File: config.mk
export PLATFORM = sky130hd
export DESIGN_NAME = control_sequencer
export DESIGN_NICKNAME = d
export VERILOG_FILES = /design/src/rtl/control_sequencer.sv
export SDC_FILE = /design/constraint.sdc
export NUM_CORES = 1
export LEC_CHECK = 0
export CAP_MARGIN = 0
export CORE_MARGIN = 2
export CORE_UTILIZATION = 29
export DETAILED_ROUTE_END_ITERATION = 12
export PLACE_DENSITY_LB_ADDON = 0.08
export SYNTH_ARGS = -nofsm -noshare
export SYNTH_HDL_FRONTEND = slang
export SYNTH_SLANG_ARGS = --single-unit
File: constraint.sdc
create_clock -name clock -period 4.1 [get_ports clock]
set_input_delay 0.615 -clock clock [delete_from_list [all_inputs] [get_ports clock]]
set_output_delay 0.615 -clock clock [all_outputs]
set_load 0.1 [all_outputs]
File: src/rtl/control_sequencer.sv
// Hardwired control unit: fetch (T0-T2), then ALU (A3-A5) or mul/div (M3-M6)
// execute phases; Moore strobes decoded from the state register.
module control_sequencer #(
  parameter logic [4:0] NOP_OP  = 5'b11010,
  parameter logic [4:0] HALT_OP = 5'b11011
) (
  input  logic        clock,
  input  logic        clear,
  input  logic [31:0] IR,
  input  logic        stop,
  output logic        PCout,
  output logic        PCin,
  output logic        IncPC,
  output logic        MARin,
  output logic        Read,
  output logic        MDRin,
  output logic        MDRout,
  output logic        IRin,
  output logic        Gra,
  output logic        Grb,
  output logic        Grc,
  output logic        Rin,
  output logic        Rout,
  output logic        Yin,
  output logic        ZLowIn,
  output logic        ZHighIn,
  output logic        Zlowout,
  output logic        Zhighout,
  output logic        HIin,
  output logic        LOin,
  output logic [4:0]  opcode,
  output logic        Run
);

  typedef enum logic [3:0] {
    RESET, T0, T1, T2, A3, A4, A5, M3, M4, M5, M6, HALT
  } state_t;

  state_t     state, next_state;
  logic [4:0] op;
  state_t     end_state;
  logic       ir_unused;

  assign op        = IR[31:27];
  assign ir_unused = ^IR[26:0];
  assign end_state = stop ? HALT : T0;

  always_ff @(posedge clock or posedge clear) begin
    if (clear) state <= RESET;
    else       state <= next_state;
  end

  always_comb begin
    next_state = state;
    PCout    = 1'b0;
    PCin     = 1'b0;
    IncPC    = 1'b0;
    MARin    = 1'b0;
    Read     = 1'b0;
    MDRin    = 1'b0;
    MDRout   = 1'b0;
    IRin     = 1'b0;
    Gra      = 1'b0;
    Grb      = 1'b0;
    Grc      = 1'b0;
    Rin      = 1'b0;
    Rout     = 1'b0;
    Yin      = 1'b0;
    ZLowIn   = 1'b0;
    ZHighIn  = 1'b0;
    Zlowout  = 1'b0;
    Zhighout = 1'b0;
    HIin     = 1'b0;
    LOin     = 1'b0;
    opcode   = '0;
    Run      = (state != RESET) && (state != HALT);

    case (state)
      RESET: next_state = T0;
      T0: begin
        PCout = 1'b1; MARin = 1'b1; IncPC = 1'b1; PCin = 1'b1;
        next_state = T1;
      end
      T1: begin
        Read = 1'b1; MDRin = 1'b1;
        next_state = T2;
      end
      T2: begin
        MDRout = 1'b1; IRin = 1'b1;
        // Unlisted opcodes finish like a nop
        if (op >= 5'b00011 && op <= 5'b01110)      next_state = A3;
        else if (op == 5'b01111 || op == 5'b10000) next_state = M3;
        else if (op == HALT_OP)                    next_state = HALT;
        else if (op == NOP_OP)                     next_state = end_state;
        else                                       next_state = end_state;
      end
      A3: begin
        Grb = 1'b1; Rout = 1'b1; Yin = 1'b1;
        next_state = A4;
      end
      A4: begin
        Grc = 1'b1; Rout = 1'b1; ZLowIn = 1'b1; opcode = op;
        next_state = A5;
      end
      A5: begin
        Zlowout = 1'b1; Gra = 1'b1; Rin = 1'b1;
        next_state = end_state;
      end
      M3: begin
        Gra = 1'b1; Rout = 1'b1; Yin = 1'b1;
        next_state = M4;
      end
      M4: begin
        Grb = 1'b1; Rout = 1'b1; ZLowIn = 1'b1; ZHighIn = 1'b1; opcode = op;
        next_state = M5;
      end
      M5: begin
        Zlowout = 1'b1; LOin = 1'b1;
        next_state = M6;
      end
      M6: begin
        Zhighout = 1'b1; HIin = 1'b1;
        next_state = end_state;
      end
      HALT:    next_state = HALT;
      default: next_state = RESET;
    endcase
  end

endmodule

; Word level (Yosys, flattened, before mapping)
; Index checks and enable logic that the tools add are counted.
; W data, S select, Z words.
[op_classes]
n_lt_le_gt_ge = 2
n_eq_ne = 15
mux = 20
n_reduce_logical = 12
[ops]
columns = cell, n
row1 = $pmux W4 S11, 1
row2 = $eq A4 B3 Y1 const B, 4
row3 = $eq A4 B4 Y1 const B, 4
row4 = $mux W4, 4
row5 = $mux W1, 14
row6 = $reduce_or A2 Y1, 6
row7 = $eq A5 B5 Y1 const B, 2
row8 = $eq A4 B2 Y1 const B, 2
row9 = $eq A5 B4 Y1 const B, 1
row10 = $ge A5 B2 Y1 const B, 1
row11 = $le A5 B4 Y1 const B, 1
row12 = $mux W5, 1
row13 = $eq A4 B1 Y1 const B, 1
row14 = $logic_not A4 Y1, 1
row15 = $ne A4 B4 Y1 const B, 1
row16 = $reduce_bool A4 Y1, 1
row17 = $reduce_or A4 Y1, 1
row18 = $logic_and A1 B1 Y1, 2
row19 = $logic_or A1 B1 Y1, 1
[totals]
regBits = 4
in_bits = 35
out_inout_bits = 26

; Longest topological paths before layout
[logic_depth]
ltp_word = 5
ltp_mapped = 5
mapped_depth_nobuf = 4

; Worst setup path after synthesis
; No wires, ideal clock.
[synth_path]
path_type = reg2out
startpoint = register state[2]
endpoint = output Rout
t_arrival_ns = 3.468
path_slack_ns = 0.017
path_stages_with_launch = 5
path_buffers = 1
path_cell_list = dfrtp_1 -> buf_4 -> nand2b_4 -> nor3_1 -> a21o_1
[synth_between]
elab_chain_cells = 3
[synth_lines]
columns = item, line
row1 = from (decl), 39  ; state_t state, next_state;
row2 = from (signal assigned), 50  ; else state <= next_state;
row3 = $eq A4 B4 Y1 or $eq A4 B3 Y1 (tied branches), 78  ; case (state)
row4 = $reduce_or A4 Y1 (no source line) (*), -
row5 = $mux W1 (*), 78
row6 = to (decl), 23  ; output logic Rout,
; Mark *: on every way between the ends. The rest lies on a longest branch, timed or not.

; Worst setup path after layout
[layout_path]
startpoint = register state[0]
endpoint = output IRin
[layout_between]
elab_chain_cells = 2
[layout_lines]
columns = item, line
row1 = $eq A4 B2 Y1, 78
row2 = $mux W1, 78
row3 = to (decl), 18  ; output logic IRin,
; Every way passes these cells.

==> impl_metrics.json <==
{
  "cts_tree": "built",
  "synth_ff_type": "dfrtp_1",
  "yosysTopAreaCellShare": 0.186,
  "cp.depth": 3,
  "grt_pass1_wl_mm": 2.26,
  "synth-edff-count": 0,
  "wl_per_cell_um": 11.6,
  "cp.arrival_ps": 2480,
  "finalMaxSlewViolations": 0,
  "num_io_pins": 61,
  "yosysWarnings": 0,
  "route.met2.wl_um": 671,
  "routed-via-count": 597,
  "synthMostInstantiatedCell": "nor2_1",
  "cts_resized": 0,
  "hold_buffers": 0,
  "path_clk_slew_ps": 40,
  "hpwl_mm": 1.09,
  "reg_top3": "state x4",
  "hold_path.class": "input port to async pin",
  "ys_ff_latch": 4,
  "cts_max_path_buffers": 2,
  "period_share": 0.754,
  "maxCapViolations": 0,
  "crit_path_start_kind": "flip-flop",
  "synth_fp_nets": 108,
  "async_flop_share": 1.00,
  "numPortBuffers": 33,
  "synth.avg_cell_area_um2": 7.39,
  "synth_top_cells_by_count": "9 x nor2_1, 7 x buf_4, 7 x o21ai_0",
  "final_antenna_net_count": 0,
  "htreeDepth": 1,
  "finalSetupViolCount": 0,
  "clockRootBuffer": "clkbuf_4",
  "dieArea_um2": 2220,
  "drt_pre_antenna_iters": 4,
  "top_register": "state",
  "remaining_drc_errors": 0,
  "grt_max_degree": 14,
  "finalHoldWorstSlack_ps": 564,
  "cp_max_fo": 11,
  "yosys.area.top_type": "dfrtp_1",
  "die_h_um": 47.1,
  "crit_chain": "nand2_1 -> nor3_1 -> clkdlybuf4s50_1",
  "hold_violations": 0,
  "reg2regPathDepth": 4,
  "slew_headroom": 0.345,
  "synthDistinctLibCells": 31,
  "path_buf_inv": 1,
  "route.met3.wl_um": 62,
  "gp_congestion": 0.781,
  "wl_met1_um": 702,
  "worst_slew_pin_slew_ps": 979,
  "numCtsBuffers": 3,
  "post_cts_buffers": 0,
  "cpLargestDelayFamily": "buffers and inverters",
  "clk_latency_ps": 230,
  "syn_inst": 73,
  "dieWidth_um": 47.1,
  "antenna_found_initial": 0,
  "period_needed_ps": 3090,
  "rsz0062_at_grt": "false",
  "seq_area_frac_synth": 0.186,
  "critPathKind": "flip-flop to output pin",
  "rows": 15,
  "via_per_inst": 4.81,
  "layout-drive-gt1-share": 0.212,
  "grt_pass1_vias": 534,
  "drt_iter0_drc": 13,
  "top_layer_used": "met3",
  "slowest_delay_ps": 1220,
  "synth.cell_area_um2": 539,
  "skew_ps": 1.57,
  "initial_core_util": 0.309,
  "tns_ps": 0,
  "setup_ws_ps": 1010,
  "syn2layout_area_growth_pct": 52.9,
  "crit_slowest_cell": "clkdlybuf4s50_1",
  "fin_nets": 136,
  "cp.required_ps": 3480,
  "core_um2": 1750,
  "netlist_top_cells_area": "dfrtp_1 19%, buf_4 9.7%, o21ai_0 6.5%",
  "largest_register_ffs": 4,
  "fmax_mhz": 323,
  "endpoint_kind": "output pin",
  "grt_overflow": 0,
  "cts_sinks": 4,
  "gr-usage-all-layers": 0.137,
  "antenna_cells": 0,
  "routed_wl_mm": 1.44,
  "place_ws_ps": 1310,
  "outcome": "complete, no violations"
}
-- layer usage --
metal,vias up,global-route usage
li1,308,-
met3,0,0
met1,271,0.196
met2,18,0.230
met4,0,0.0333
met5,-,0
-- through the flow --
step                 util  cell area (µm²)  cells
finish              0.472              825    124
global route        0.472              825    124
CTS                 0.472              825    124
detailed placement  0.459              802    121
global placement    0.459              802    121
floorplan               -              539     73
-- cells by family after synthesis --
logic type             share of synthesized area
flip-flops                                 0.186
buffers and inverters                      0.146
multiplexers                              0.0209
AND/OR/NAND/NOR                            0.367
XOR/XNOR                                  0.0162
AO/OA/AOI/OAI                              0.264
-- area by class of cell --
cell class	count	area [µm²]
Fill cell	175	921
Multi-Input combinational cell	57	360
Timing Repair Buffer	33	303
Sequential cell	4	100
Tap cell	25	31.3
Clock buffer	3	22.5
Inverter	2	7.51
-- worst reg2reg max path, delay by kind of cell, from the launching register on --
kind,cells,cell delay [ps]
and+or+nand+nor,3,640
DFF,1,530
AOI/OAI and AO/OA,1,220
-- layout by cell type (no fill, tap or decap), types with 3 or more instances in the layout --
cell             instances
nand2_1                  3
nor3_1                   4
nor2b_1                  3
clkdlybuf4s50_1         22
nor2_1                   9
dfrtp_1                  4
clkbuf_4                 3
and2_1                   4
nand2b_1                 3
o21ai_0                  7
buf_4                   11
-- final timing paths --
kind | start | end | slack, ps
min | clear | state[2]$_DFF_PP0_ | 560
min in group clock | state[0]$_DFF_PP0_ | state[0]$_DFF_PP0_ | 700
min reg2reg | state[0]$_DFF_PP0_ | state[0]$_DFF_PP0_ | 700
max | state[0]$_DFF_PP0_ | IRin | 1010
max in group asynchronous | clear | state[3]$_DFF_PP0_ | 3390
max reg2reg | state[0]$_DFF_PP0_ | state[1]$_DFF_PP0_ | 2620
Power is not shown: default switching activity piles up to over one toggle a cycle in this logic, so the estimate is an artifact.
